## src/rtl/uart_receiver_controller_pkg.sv

```systemverilog
// Shared definitions for the UART receiver command controller.
// Contents: frame command codes, FSM state encoding, fixed ALU operand
// register addresses, and a helper that reports clock-gated states.
package uart_receiver_controller_pkg;

  localparam logic [7:0] CMD_RF_WR  = 8'hAA;
  localparam logic [7:0] CMD_RF_RD  = 8'hBB;
  localparam logic [7:0] CMD_ALU_OP = 8'hCC;
  localparam logic [7:0] CMD_ALU_NOP = 8'hDD;

  // Register-file locations that receive ALU operands A and B.
  localparam int unsigned OP_A_ADDR = 0;
  localparam int unsigned OP_B_ADDR = 1;

  typedef enum logic [2:0] {
    ST_IDLE    = 3'd0,
    ST_WR_ADDR = 3'd1,
    ST_WR_DATA = 3'd2,
    ST_RD_ADDR = 3'd3,
    ST_OP_A    = 3'd4,
    ST_OP_B    = 3'd5,
    ST_FUNC    = 3'd6,
    ST_EXEC    = 3'd7
  } rx_state_e;

  // The ALU clock is ungated while a function byte is awaited or executing.
  function automatic logic is_gated_state(rx_state_e s);
    return (s == ST_FUNC) || (s == ST_EXEC);
  endfunction

endpackage

```

## src/rtl/uart_receiver_controller_rx_frame_timer.sv

```systemverilog
// rx_frame_timer: inter-byte gap timer for the UART receiver controller.
// Built only when RX_TIMEOUT_EN is defined.
// Ports:
//   clk, rst_n  - system clock, async active-low reset
//   run_i       - controller is mid-frame and waiting for a byte
//   clear_i     - reload the counter (byte seen, or not running)
//   expired_o   - gap has reached TIMEOUT_CYCLES
`ifdef RX_TIMEOUT_EN
module rx_frame_timer #(
  parameter int TIMEOUT_CYCLES = 1023
) (
  input  logic clk,
  input  logic rst_n,
  input  logic run_i,
  input  logic clear_i,
  output logic expired_o
);

  localparam int CNT_W = (TIMEOUT_CYCLES > 1) ? $clog2(TIMEOUT_CYCLES) : 1;
  localparam logic [CNT_W-1:0] LOAD_VAL = CNT_W'(TIMEOUT_CYCLES - 1);

  logic [CNT_W-1:0] count_q, count_d;

  // Down-counter reloaded on every byte; terminal count flags expiry on the
  // TIMEOUT_CYCLES-th edge after the last accepted byte.
  always_comb begin
    count_d = count_q;
    if (clear_i || !run_i) begin
      count_d = LOAD_VAL;
    end else if (count_q != '0) begin
      count_d = count_q - 1'b1;
    end
  end

  always_ff @(posedge clk or negedge rst_n) begin
    if (!rst_n) count_q <= LOAD_VAL;
    else        count_q <= count_d;
  end

  assign expired_o = run_i && !clear_i && (count_q == '0);

endmodule
`endif

```

## src/rtl/uart_receiver_controller.sv

```systemverilog
// uart_receiver_controller: decodes byte frames from a UART receiver into
// register-file writes/reads and ALU execute requests.
// Frames: AA,addr,data | BB,addr | CC,A,B,func | DD,func
// Ports:
//   clk, reset                        - system clock, async active-low reset
//   receiver_parallel_data_valid/data - one-cycle strobe plus received byte
//   UART_receiver_controller_enable   - permits starting a new frame
//   address, write_enable, write_data, read_enable - register-file side
//   ALU_enable, ALU_function, clock_gate_enable    - ALU side
// All outputs are registered (one cycle after the accepted byte).
// Optional: define RX_TIMEOUT_EN to abandon a frame after TIMEOUT_CYCLES
// idle cycles (rx_frame_timer).
//
// state    | meaning
// ---------+------------------------------------------------
// IDLE     | waiting for a command byte (enable gates entry)
// WR_ADDR  | RF write: waiting for address byte
// WR_DATA  | RF write: waiting for data byte
// RD_ADDR  | RF read: waiting for address byte
// OP_A     | ALU op: waiting for operand A (stored at addr 0)
// OP_B     | ALU op: waiting for operand B (stored at addr 1)
// FUNC     | waiting for ALU function byte, ALU clock ungated
// EXEC     | ALU_enable cycle, incoming bytes ignored
module uart_receiver_controller
  import uart_receiver_controller_pkg::*;
#(
  parameter int DATA_WIDTH     = 8,
  parameter int ADDRESS_WIDTH  = 4,
  parameter int TIMEOUT_CYCLES = 1023
) (
  input  logic                     clk,
  input  logic                     reset,
  input  logic                     receiver_parallel_data_valid,
  input  logic [DATA_WIDTH-1:0]    receiver_parallel_data,
  input  logic                     UART_receiver_controller_enable,
  output logic [ADDRESS_WIDTH-1:0] address,
  output logic                     write_enable,
  output logic [DATA_WIDTH-1:0]    write_data,
  output logic                     read_enable,
  output logic                     ALU_enable,
  output logic [3:0]               ALU_function,
  output logic                     clock_gate_enable
);

  if (TIMEOUT_CYCLES < 1) begin : g_timeout_check
    $error("TIMEOUT_CYCLES must be at least 1");
  end

  rx_state_e state_q, state_d;

  logic [ADDRESS_WIDTH-1:0] address_q, address_d;
  logic [DATA_WIDTH-1:0]    write_data_q, write_data_d;
  logic [3:0]               alu_function_q, alu_function_d;
  logic write_enable_q, write_enable_d;
  logic read_enable_q, read_enable_d;
  logic alu_enable_q, alu_enable_d;
  logic clock_gate_enable_q, clock_gate_enable_d;

  logic                  rx_valid;
  logic [DATA_WIDTH-1:0] rx_byte;
  logic                  timer_expired;

  assign rx_valid = receiver_parallel_data_valid;
  assign rx_byte  = receiver_parallel_data;

`ifdef RX_TIMEOUT_EN
  logic timer_run;
  assign timer_run = (state_q != ST_IDLE) && (state_q != ST_EXEC);

  rx_frame_timer #(
    .TIMEOUT_CYCLES(TIMEOUT_CYCLES)
  ) u_rx_frame_timer (
    .clk       (clk),
    .rst_n     (reset),
    .run_i     (timer_run),
    .clear_i   (rx_valid),
    .expired_o (timer_expired)
  );
`else
  assign timer_expired = 1'b0;
`endif

  always_comb begin
    state_d        = state_q;
    address_d      = address_q;
    write_data_d   = write_data_q;
    alu_function_d = alu_function_q;
    write_enable_d = 1'b0;
    read_enable_d  = 1'b0;
    alu_enable_d   = 1'b0;

    unique case (state_q)
      ST_IDLE: begin
        if (rx_valid && UART_receiver_controller_enable) begin
          if      (rx_byte == DATA_WIDTH'(CMD_RF_WR))   state_d = ST_WR_ADDR;
          else if (rx_byte == DATA_WIDTH'(CMD_RF_RD))   state_d = ST_RD_ADDR;
          else if (rx_byte == DATA_WIDTH'(CMD_ALU_OP))  state_d = ST_OP_A;
          else if (rx_byte == DATA_WIDTH'(CMD_ALU_NOP)) state_d = ST_FUNC;
        end
      end
      ST_WR_ADDR: begin
        if (rx_valid) begin
          address_d = rx_byte[ADDRESS_WIDTH-1:0];
          state_d   = ST_WR_DATA;
        end
      end
      ST_WR_DATA: begin
        if (rx_valid) begin
          write_enable_d = 1'b1;
          write_data_d   = rx_byte;
          state_d        = ST_IDLE;
        end
      end
      ST_RD_ADDR: begin
        if (rx_valid) begin
          read_enable_d = 1'b1;
          address_d     = rx_byte[ADDRESS_WIDTH-1:0];
          state_d       = ST_IDLE;
        end
      end
      ST_OP_A: begin
        if (rx_valid) begin
          write_enable_d = 1'b1;
          write_data_d   = rx_byte;
          address_d      = ADDRESS_WIDTH'(OP_A_ADDR);
          state_d        = ST_OP_B;
        end
      end
      ST_OP_B: begin
        if (rx_valid) begin
          write_enable_d = 1'b1;
          write_data_d   = rx_byte;
          address_d      = ADDRESS_WIDTH'(OP_B_ADDR);
          state_d        = ST_FUNC;
        end
      end
      ST_FUNC: begin
        if (rx_valid) begin
          // ALU_enable is registered, so it lands exactly in the EXEC cycle.
          alu_function_d = rx_byte[3:0];
          alu_enable_d   = 1'b1;
          state_d        = ST_EXEC;
        end
      end
      ST_EXEC: begin
        state_d = ST_IDLE;
      end
      default: begin
        state_d = ST_IDLE;
      end
    endcase

    // A stalled frame is dropped without any strobe.
    if (timer_expired) state_d = ST_IDLE;

    // Registered from the next state so the gate tracks FUNC/EXEC exactly.
    clock_gate_enable_d = is_gated_state(state_d);
  end

  always_ff @(posedge clk or negedge reset) begin
    if (!reset) begin
      state_q             <= ST_IDLE;
      address_q           <= '0;
      write_data_q        <= '0;
      alu_function_q      <= '0;
      write_enable_q      <= 1'b0;
      read_enable_q       <= 1'b0;
      alu_enable_q        <= 1'b0;
      clock_gate_enable_q <= 1'b0;
    end else begin
      state_q             <= state_d;
      address_q           <= address_d;
      write_data_q        <= write_data_d;
      alu_function_q      <= alu_function_d;
      write_enable_q      <= write_enable_d;
      read_enable_q       <= read_enable_d;
      alu_enable_q        <= alu_enable_d;
      clock_gate_enable_q <= clock_gate_enable_d;
    end
  end

  assign address           = address_q;
  assign write_enable      = write_enable_q;
  assign write_data        = write_data_q;
  assign read_enable       = read_enable_q;
  assign ALU_enable        = alu_enable_q;
  assign ALU_function      = alu_function_q;
  assign clock_gate_enable = clock_gate_enable_q;

endmodule
```

## config.mk

```make
export PLATFORM = sky130hd
export DESIGN_NAME = uart_receiver_controller
export DESIGN_NICKNAME = d
export VERILOG_FILES = /design/src/rtl/uart_receiver_controller_pkg.sv /design/src/rtl/uart_receiver_controller_rx_frame_timer.sv /design/src/rtl/uart_receiver_controller.sv
export SDC_FILE = /design/constraint.sdc
export NUM_CORES = 1
export LEC_CHECK = 0
export CAP_MARGIN = 30
export CORE_ASPECT_RATIO = 0.75
export CORE_MARGIN = 4
export CORE_UTILIZATION = 41
export DETAILED_ROUTE_END_ITERATION = 7
export MAX_ROUTING_LAYER = met4
export PLACE_DENSITY = 0.77
export SYNTH_ARGS = -nofsm -noshare
export SYNTH_HDL_FRONTEND = slang
export SYNTH_HIERARCHICAL = 1
export SYNTH_SLANG_ARGS = --single-unit
```

## constraint.sdc

```tcl
create_clock -name clk -period 1.38 [get_ports clk]
set_input_delay 0.414 -clock clk [delete_from_list [all_inputs] [get_ports clk]]
set_output_delay 0.414 -clock clk [all_outputs]
set_load 0.03 [all_outputs]
```

==> results of run 1 <==
power by group:
| group | total [mW] | internal [mW] | switching, mW |
|---|---|---|---|
| sequential | 1.19 | 0.977 | 0.211 |
| combinational | 1.94 | 0.877 | 1.06 |
| clock | 0.300 | 0.113 | 0.187 |
cell usage after synthesis:
cell type	number
nor2b_1	1
o21ai_0	4
a22oi_2	1
o21ai_4	1
buf_6	2
nor4bb_1	2
a21oi_1	4
a21bo_2	1
buf_4	2
inv_1	5
nor2b_4	1
and2_2	1
nand2_1	7
a41oi_1	1
dfrtp_1	23
mux2_2	14
o2111ai_1	1
and4_1	1
nor2_1	2
and3b_1	1
or3_1	1
a222oi_1	1
and3_1	3
nand4_4	1
nor3b_4	1
nand4_1	1
xnor2_1	1
o221ai_1	1
per-layer routing:
layer,routed length (µm),up-vias
li1,-,397
met1,1118,412
met2,1172,26
met3,178,2
met4,17,0
met5,0,-
final timing paths:
kind / endpoint / from / slack, ns
min in group clk: write_data[1]$_DFFE_PN0P_ / write_data[1]$_DFFE_PN0P_ / 0.52
worst min-delay path: ALU_enable$_DFF_PN0_ / reset / 0.45
max in group asynchronous: state_q[2]$_DFF_PN0_ / reset / 0.78
worst max register to register: write_data[6]$_DFFE_PN0P_ / state_q[0]$_DFF_PN0_ / 0.04
worst min register to register: write_data[1]$_DFFE_PN0P_ / write_data[1]$_DFFE_PN0P_ / 0.52
worst max-delay path: write_data[6]$_DFFE_PN0P_ / state_q[0]$_DFF_PN0_ / 0.04
worst register-to-register path, cell delays in order (launching register included):
cell and delay, ns:
dfrtp_2 0.48, nor3b_4 0.24, o21ai_4 0.09, buf_12 0.15, mux2_2 0.27
cell type report:
type                            count  area, µm²
Inverter                            5      18.77
Timing Repair Buffer               45      387.9
Multi-Input combinational cell     53      479.2
Clock buffer                        4      26.28
Sequential cell                    23      578.1
Tap cell                           34      42.54
Fill cell                         213      869.6
what timing repair did:
| action | CTS | global route |
|---|---|---|
| endpoints found under the setup margin | 17 | 10 |
| hold buffers | 0 | 0 |
| setup buffers | 2 | 0 |
| resized for setup | 9 | 3 |
| hold endpoints to repair | 0 | 0 |
| pin swaps | 5 | 1 |
registers in the layout (all words and copies together) (netlist names):
signal	flops
clock_gate_enable	1
write_data	8
ALU_function	4
state_q	3
write_enable	1
read_enable	1
address	4
ALU_enable	1
cell families after synthesis:
logic type             Yosys count  synth area share (%)
AND/OR/NAND/NOR                 23                 15.71
XOR/XNOR                         1                0.8085
buffers and inverters            9                 5.196
AO/OA/AOI/OAI                   15                 10.62
flip-flops                      23                 53.12
multiplexers                    14                 14.55
cell usage in the layout, fill, tap and decap left out:
master           synthesis  layout
a21oi_1                  4       4
nor2b_1                  1       1
nand4_1                  1       1
buf_4                    2      31
buf_12                   0       2
nor2_1                   2       2
buf_6                    2       1
mux2_2                  14      14
nand2_1                  7       7
clkdlybuf4s50_1          0       6
o21ai_4                  1       1
inv_1                    5       5
nor4bb_4                 0       1
nand4_4                  1       1
o21ai_0                  4       4
a22oi_2                  1       1
and2_2                   1       1
or3_1                    1       1
and4_1                   1       1
dfrtp_2                  0       2
dfrtp_1                 23      21
nor3b_4                  1       1
and3_1                   3       3
a41oi_1                  1       1
nor2b_4                  1       1
nor4bb_2                 0       1
and3b_1                  1       1
clkbuf_4                 0       3
clkbuf_1                 0       1
xnor2_1                  1       1
o2111ai_2                0       1
dlygate4sd2_1            0       5
a222oi_1                 1       1
a21bo_2                  1       1
o221ai_1                 1       1
through the flow:
stage	setup WS (ns)	TNS, ns
5_1_grt	0.001497	0
4_1_cts	0.008193	0
3_5_place_dp	-0.4964	-7.923
2_1_floorplan	0.03551	0
3_3_place_gp	-0.4393	-7.535
6_report	0.04201	0
==> out/metrics.yaml, run 1 <==
synth_area_leader_cell: "dfrtp_1"
cts_root_buffer: "clkbuf_4"
syn_area_mm2: 0.001084
design_area_mm2: 0.001533
htree_levels: 1
use_met2_pct: 26.92
netlist.area_leader.share_pct: 53.12
hpwl_um: 2008
end_kind: "flip-flop"
diodes: 0
drt_iter0_drc: 27
cts_tree: "built"
die_h_um: 52.52
grt_pass1_vias: 873
cap_violations: 0
place_area_mm2: 0.001451
placedCellCount: 158
start_kind: "flip-flop"
busiest_layer: "met2"
wl_um: 2486
grt_max_degree: 24
grtUsageMet3_pct: 4.721
tightest_slew_ns: 0.3167
core_area_mm2: 0.002402
final_util_pct: 63.80
path_max_fanout: 9
antenna_found_initial: 0
ys_types: 28
start_util_pct: 45.10
skew_ns: 0.001593
dr.pass1.iters: 4
cts_made_buffers: 3
maxSlewHeadroom_pct: 78.89
path_clk_slew_ns: 0.12
reg2regPathDepth: 4
synth_fp_nets: 97
yosys_warnings: 6
arrival_ns: 1.54
pin_count: 32
critPathBufInv: 1
synthCells: 85
crit_cells: 4
wl_per_cell_um: 15.16
clk_latency_ns: 0.30
grt_pass1_wl_um: 4229
max_stage_delay_ns: 0.48
num_rows: 15
p_leak_nw: 0.7303
grt_overflow: 0
grt.total_usage_pct: 16.60
path_class: "reg2reg"
power.total_mw: 3.426
path_cells: "nor3b_4 -> o21ai_4 -> buf_12 -> mux2_2"
synthTopCellsByArea: "dfrtp_1, mux2_2, nand2_1, buf_6, nand4_4"
area.growth.synth_to_final_pct: 41.45
cp.required_ns: 1.58
cp_slowest_cell: "dfrtp_2"
met1_usage_pct: 20.97
cts_sinks: 23
holdCritPathClass: "in2async"
drc: 0
finalSetupViolCount: 0
drive_above_1_share_pct: 48.46
fin_crit_sh_pct: 96.96
drv_slew: 0
yosysSeqAreaShare_pct: 53.12
rsz0062_at_grt: "no"
hold_violations: 0
hold_slack_ns: 0.4529
vias: 837
antenna_left: 0
via_per_inst: 5.104
fin_cells: 164
ctsLongestPathBuffers: 2
fin_crit_ns: 1.338
crit_family: "flip-flops"
power_density_mw_per_mm2: 2236
ys_ff_latch: 23
gp_congestion: 0.8377
vdd_drop_max_v: 0.001153
fin_nets: 143
fmax_ghz: 0.7474
dieArea_mm2: 0.003538
io_buffers: 31
status: "finished, final reports clean"
die_w_um: 67.36
postSynthAreaPerCell_um2: 12.75
Power figures use the tool's default switching activity.
==> run 2: changes to the inputs <==
--- a/config.mk
+++ b/config.mk
@@ -9,6 +9,7 @@
 export CORE_ASPECT_RATIO = 0.75
 export CORE_MARGIN = 4
 export CORE_UTILIZATION = 41
+export CTS_CLUSTER_DIAMETER = 150
 export DETAILED_ROUTE_END_ITERATION = 7
 export MAX_ROUTING_LAYER = met4
 export PLACE_DENSITY = 0.77
==> results of run 2 <==
Final layout, timing and power as in run 1 (identical DEF).
==> run 3: changes to the inputs <==
--- a/config.mk
+++ b/config.mk
@@ -8,12 +8,12 @@
 export CAP_MARGIN = 30
 export CORE_ASPECT_RATIO = 0.75
 export CORE_MARGIN = 4
-export CORE_UTILIZATION = 41
+export CORE_UTILIZATION = 32
 export CTS_CLUSTER_DIAMETER = 150
 export DETAILED_ROUTE_END_ITERATION = 7
 export MAX_ROUTING_LAYER = met4
-export PLACE_DENSITY = 0.77
+export PLACE_DENSITY = 0.63
 export SYNTH_ARGS = -nofsm -noshare
 export SYNTH_HDL_FRONTEND = slang
-export SYNTH_HIERARCHICAL = 1
 export SYNTH_SLANG_ARGS = --single-unit
+export TNS_END_PERCENT = 10
==> run 3 against run 2 <==
Die area rose by 24%; global-route usage decreased by 4.0 points; highest routed layer unchanged; critical endpoint is now write_data[7]$_DFFE_PN0P_; total power increased by 2.8%; clock skew about the same.
==> out/metrics.yaml, run 3 <==
mostFrequentLayoutCell: "buf_4"  # unchanged
path_clk_slew_ns: 0.08  # was 0.12 ns
cp.required_ns: 1.53  # was 1.58 ns
rsz0062_at_grt: "yes"  # was no
pin_count: 32  # unchanged
hold_violations: 0  # unchanged
ys_ff_latch: 23  # unchanged
cts_made_buffers: 3  # unchanged
num_rows: 17  # was 15
synthTopCellsByArea: "dfrtp_1, mux2_2, nand2_1, buf_6, nand4_4"  # unchanged
path_max_fanout: 9  # unchanged
status: "finished, final reports clean"  # unchanged
fin_crit_ns: 1.353  # was 1.338 ns
synthCells: 85  # unchanged
antenna_found_initial: 0  # unchanged
route.met2.wl_um: 1027  # was 1172 µm
vias: 826  # was 837
io_buffers: 31  # unchanged
grt_overflow: 0  # unchanged
design_area_mm2: 0.001592  # was 0.001533 mm²
r2r_start: "state_q[2]$_DFF_PN0_"  # was state_q[0]$_DFF_PN0_
tightest_slew_ns: 0.2673  # was 0.3167 ns
async_reset_ff_share_pct: 100.0  # unchanged
grt.total_usage_pct: 12.57  # was 16.60%
final_util_pct: 51.60  # was 63.80%
drt_iter0_drc: 30  # was 27
highest_layer: "met4"  # unchanged
postCtsHoldBufs: 0  # unchanged
cts_tree: "built"  # unchanged
gp_congestion: 0.8748  # was 0.8377
wl_per_cell_um: 13.87  # was 15.16 µm
end_kind: "flip-flop"  # unchanged
wl_um: 2330  # was 2486 µm
synth_area_leader_cell: "dfrtp_1"  # unchanged
hold_slack_ns: 0.5045  # was 0.4529 ns
arrival_ns: 1.51  # was 1.54 ns
maxSlewHeadroom_pct: 82.15  # was 78.89%
fin_nets: 143  # unchanged
grt_pass1_wl_um: 4043  # was 4229 µm
num-fill-cells: 270  # was 213
die_h_um: 58.40  # was 52.52 µm
fmax_ghz: 0.7393  # was 0.7474 GHz
start_kind: "flip-flop"  # unchanged
synth_edf_count: 0  # unchanged
cap_violations: 0  # unchanged
largest_reg_flops: 8  # unchanged
place_area_mm2: 0.001464  # was 0.001451 mm²
skew_ns: 0.001767  # was 0.001593 ns
area.growth.synth_to_final_pct: 46.88  # was 41.45%
grt_pass1_vias: 863  # was 873
drc: 0  # unchanged
fin_crit_sh_pct: 98.02  # was 96.96%
yosys_most_used_dff: "dfrtp_1"  # unchanged
fin_tns_setup_ns: 0  # unchanged
grt_max_degree: 24  # unchanged
clk_latency_ns: 0.26  # was 0.30 ns
dieArea_mm2: 0.004391  # was 0.003538 mm²
syn_area_mm2: 0.001084  # unchanged
yosys_warnings: 0  # was 6
power_density_mw_per_mm2: 2213  # was 2236 mW/mm²
seqCellArea_um2: 576.8  # was 578.1 µm²
hpwl_um: 1836  # was 2008 µm
multi_input_area_um2: 498.0  # was 479.2 µm²
startpoint: "state_q[2]$_DFF_PN0_"  # was state_q[0]$_DFF_PN0_
drive_above_1_share_pct: 49.23  # was 48.46%
yosysSeqAreaShare_pct: 53.12  # unchanged
cts_root_buffer: "clkbuf_8"  # was clkbuf_4
setup_slack_ns: 0.02732  # was 0.04201 ns
power.total_mw: 3.522  # was 3.426 mW
antenna_left: 0  # unchanged
start_util_pct: 35.13  # was 45.10%
vdd_drop_max_v: 0.001003  # was 0.001153 V
synth_fp_nets: 97  # unchanged
postSynthAreaPerCell_um2: 12.75  # unchanged
holdCritPathClass: "in2async"  # unchanged
diodes: 0  # unchanged
ys_types: 28  # unchanged
p_leak_nw: 0.8017  # was 0.7303 nW
via_per_inst: 4.917  # was 5.104
yosysMostFrequentCell: "dfrtp_1"  # unchanged
die_w_um: 75.19  # was 67.36 µm
dr.pass1.iters: 4  # unchanged
placedCellCount: 163  # was 158
core_area_mm2: 0.003084  # was 0.002402 mm²
path_class: "reg2reg"  # unchanged
place_ws_ns: -0.5088  # was -0.4964 ns
met1_length_um: 1098  # was 1118 µm
drv_slew: 0  # unchanged
final_cell_mix: "buf_4, dfrtp_1, mux2_2"  # unchanged
ctsLongestPathBuffers: 2  # unchanged
netlist.area_leader.share_pct: 53.12  # unchanged
cts_sinks: 23  # unchanged
htree_levels: 1  # unchanged
fin_cells: 168  # was 164
yosys-top-cells-count: "dfrtp_1, mux2_2, nand2_1, inv_1"  # unchanged
wl_met3_um: 173  # was 178 µm
finalSetupViolCount: 0  # unchanged
## run 3: path summary, 6_finish.rpt
kind	end	slack, ns	cells after the start
hold reg to reg	ALU_function[1]$_DFFE_PN0P_	0.52	1
setup reg to reg	write_data[7]$_DFFE_PN0P_	0.03	4
hold / removal	write_data[0]$_DFFE_PN0P_	0.50	2
setup / recovery	write_data[7]$_DFFE_PN0P_	0.03	4
max in group asynchronous	state_q[2]$_DFF_PN0_	0.72	2
min in group clk	ALU_function[1]$_DFFE_PN0P_	0.52	1
## run 3: power breakdown
group	switching, mW	internal [mW]
logic	1.04	0.893
registers	0.202	0.976
clock network	0.208	0.206
## run 3: area by class of cell
| class | count | share of cell area, % |
|---|---|---|
| clock buffers | 4 | 2.830 |
| flip-flops and latches | 23 | 36.24 |
| multi-input cells | 53 | 31.29 |
| well taps | 38 | 2.987 |
| inverters | 5 | 1.179 |
| repair buffers | 45 | 25.47 |
## run 3: kinds of logic after synthesis
kind of cell / Yosys count / share of synthesized area [%]
DFF: 23 / 53.12
and+or+nand+nor: 23 / 15.71
AOI/OAI and AO/OA: 15 / 10.62
muxes: 14 / 14.55
buffers and inverters: 9 / 5.196
xor gates and xnor gates: 1 / 0.8085
## run 3: layer usage
layer,GRT usage [%],vias to the layer above
met2,18.36,25
met3,4.949,4
met1,16.28,399
li1,-,398
met4,3.242,0
met5,-,-
## run 3: worst max-delay path, stage by stage (launching register included)
cell	delay [ns]
dfrtp_2	0.45
nor2b_4	0.15
o21ai_4	0.17
buf_12	0.14
mux2_2	0.33
## run 3: timing repair
| action | 4_1_cts | 5_1_grt |
|---|---|---|
| buffers inserted | 0 | 1 |
| gates resized for setup | 2 | 14 |
| setup endpoints to repair | 20 | 13 |
| pin swaps | 1 | 3 |
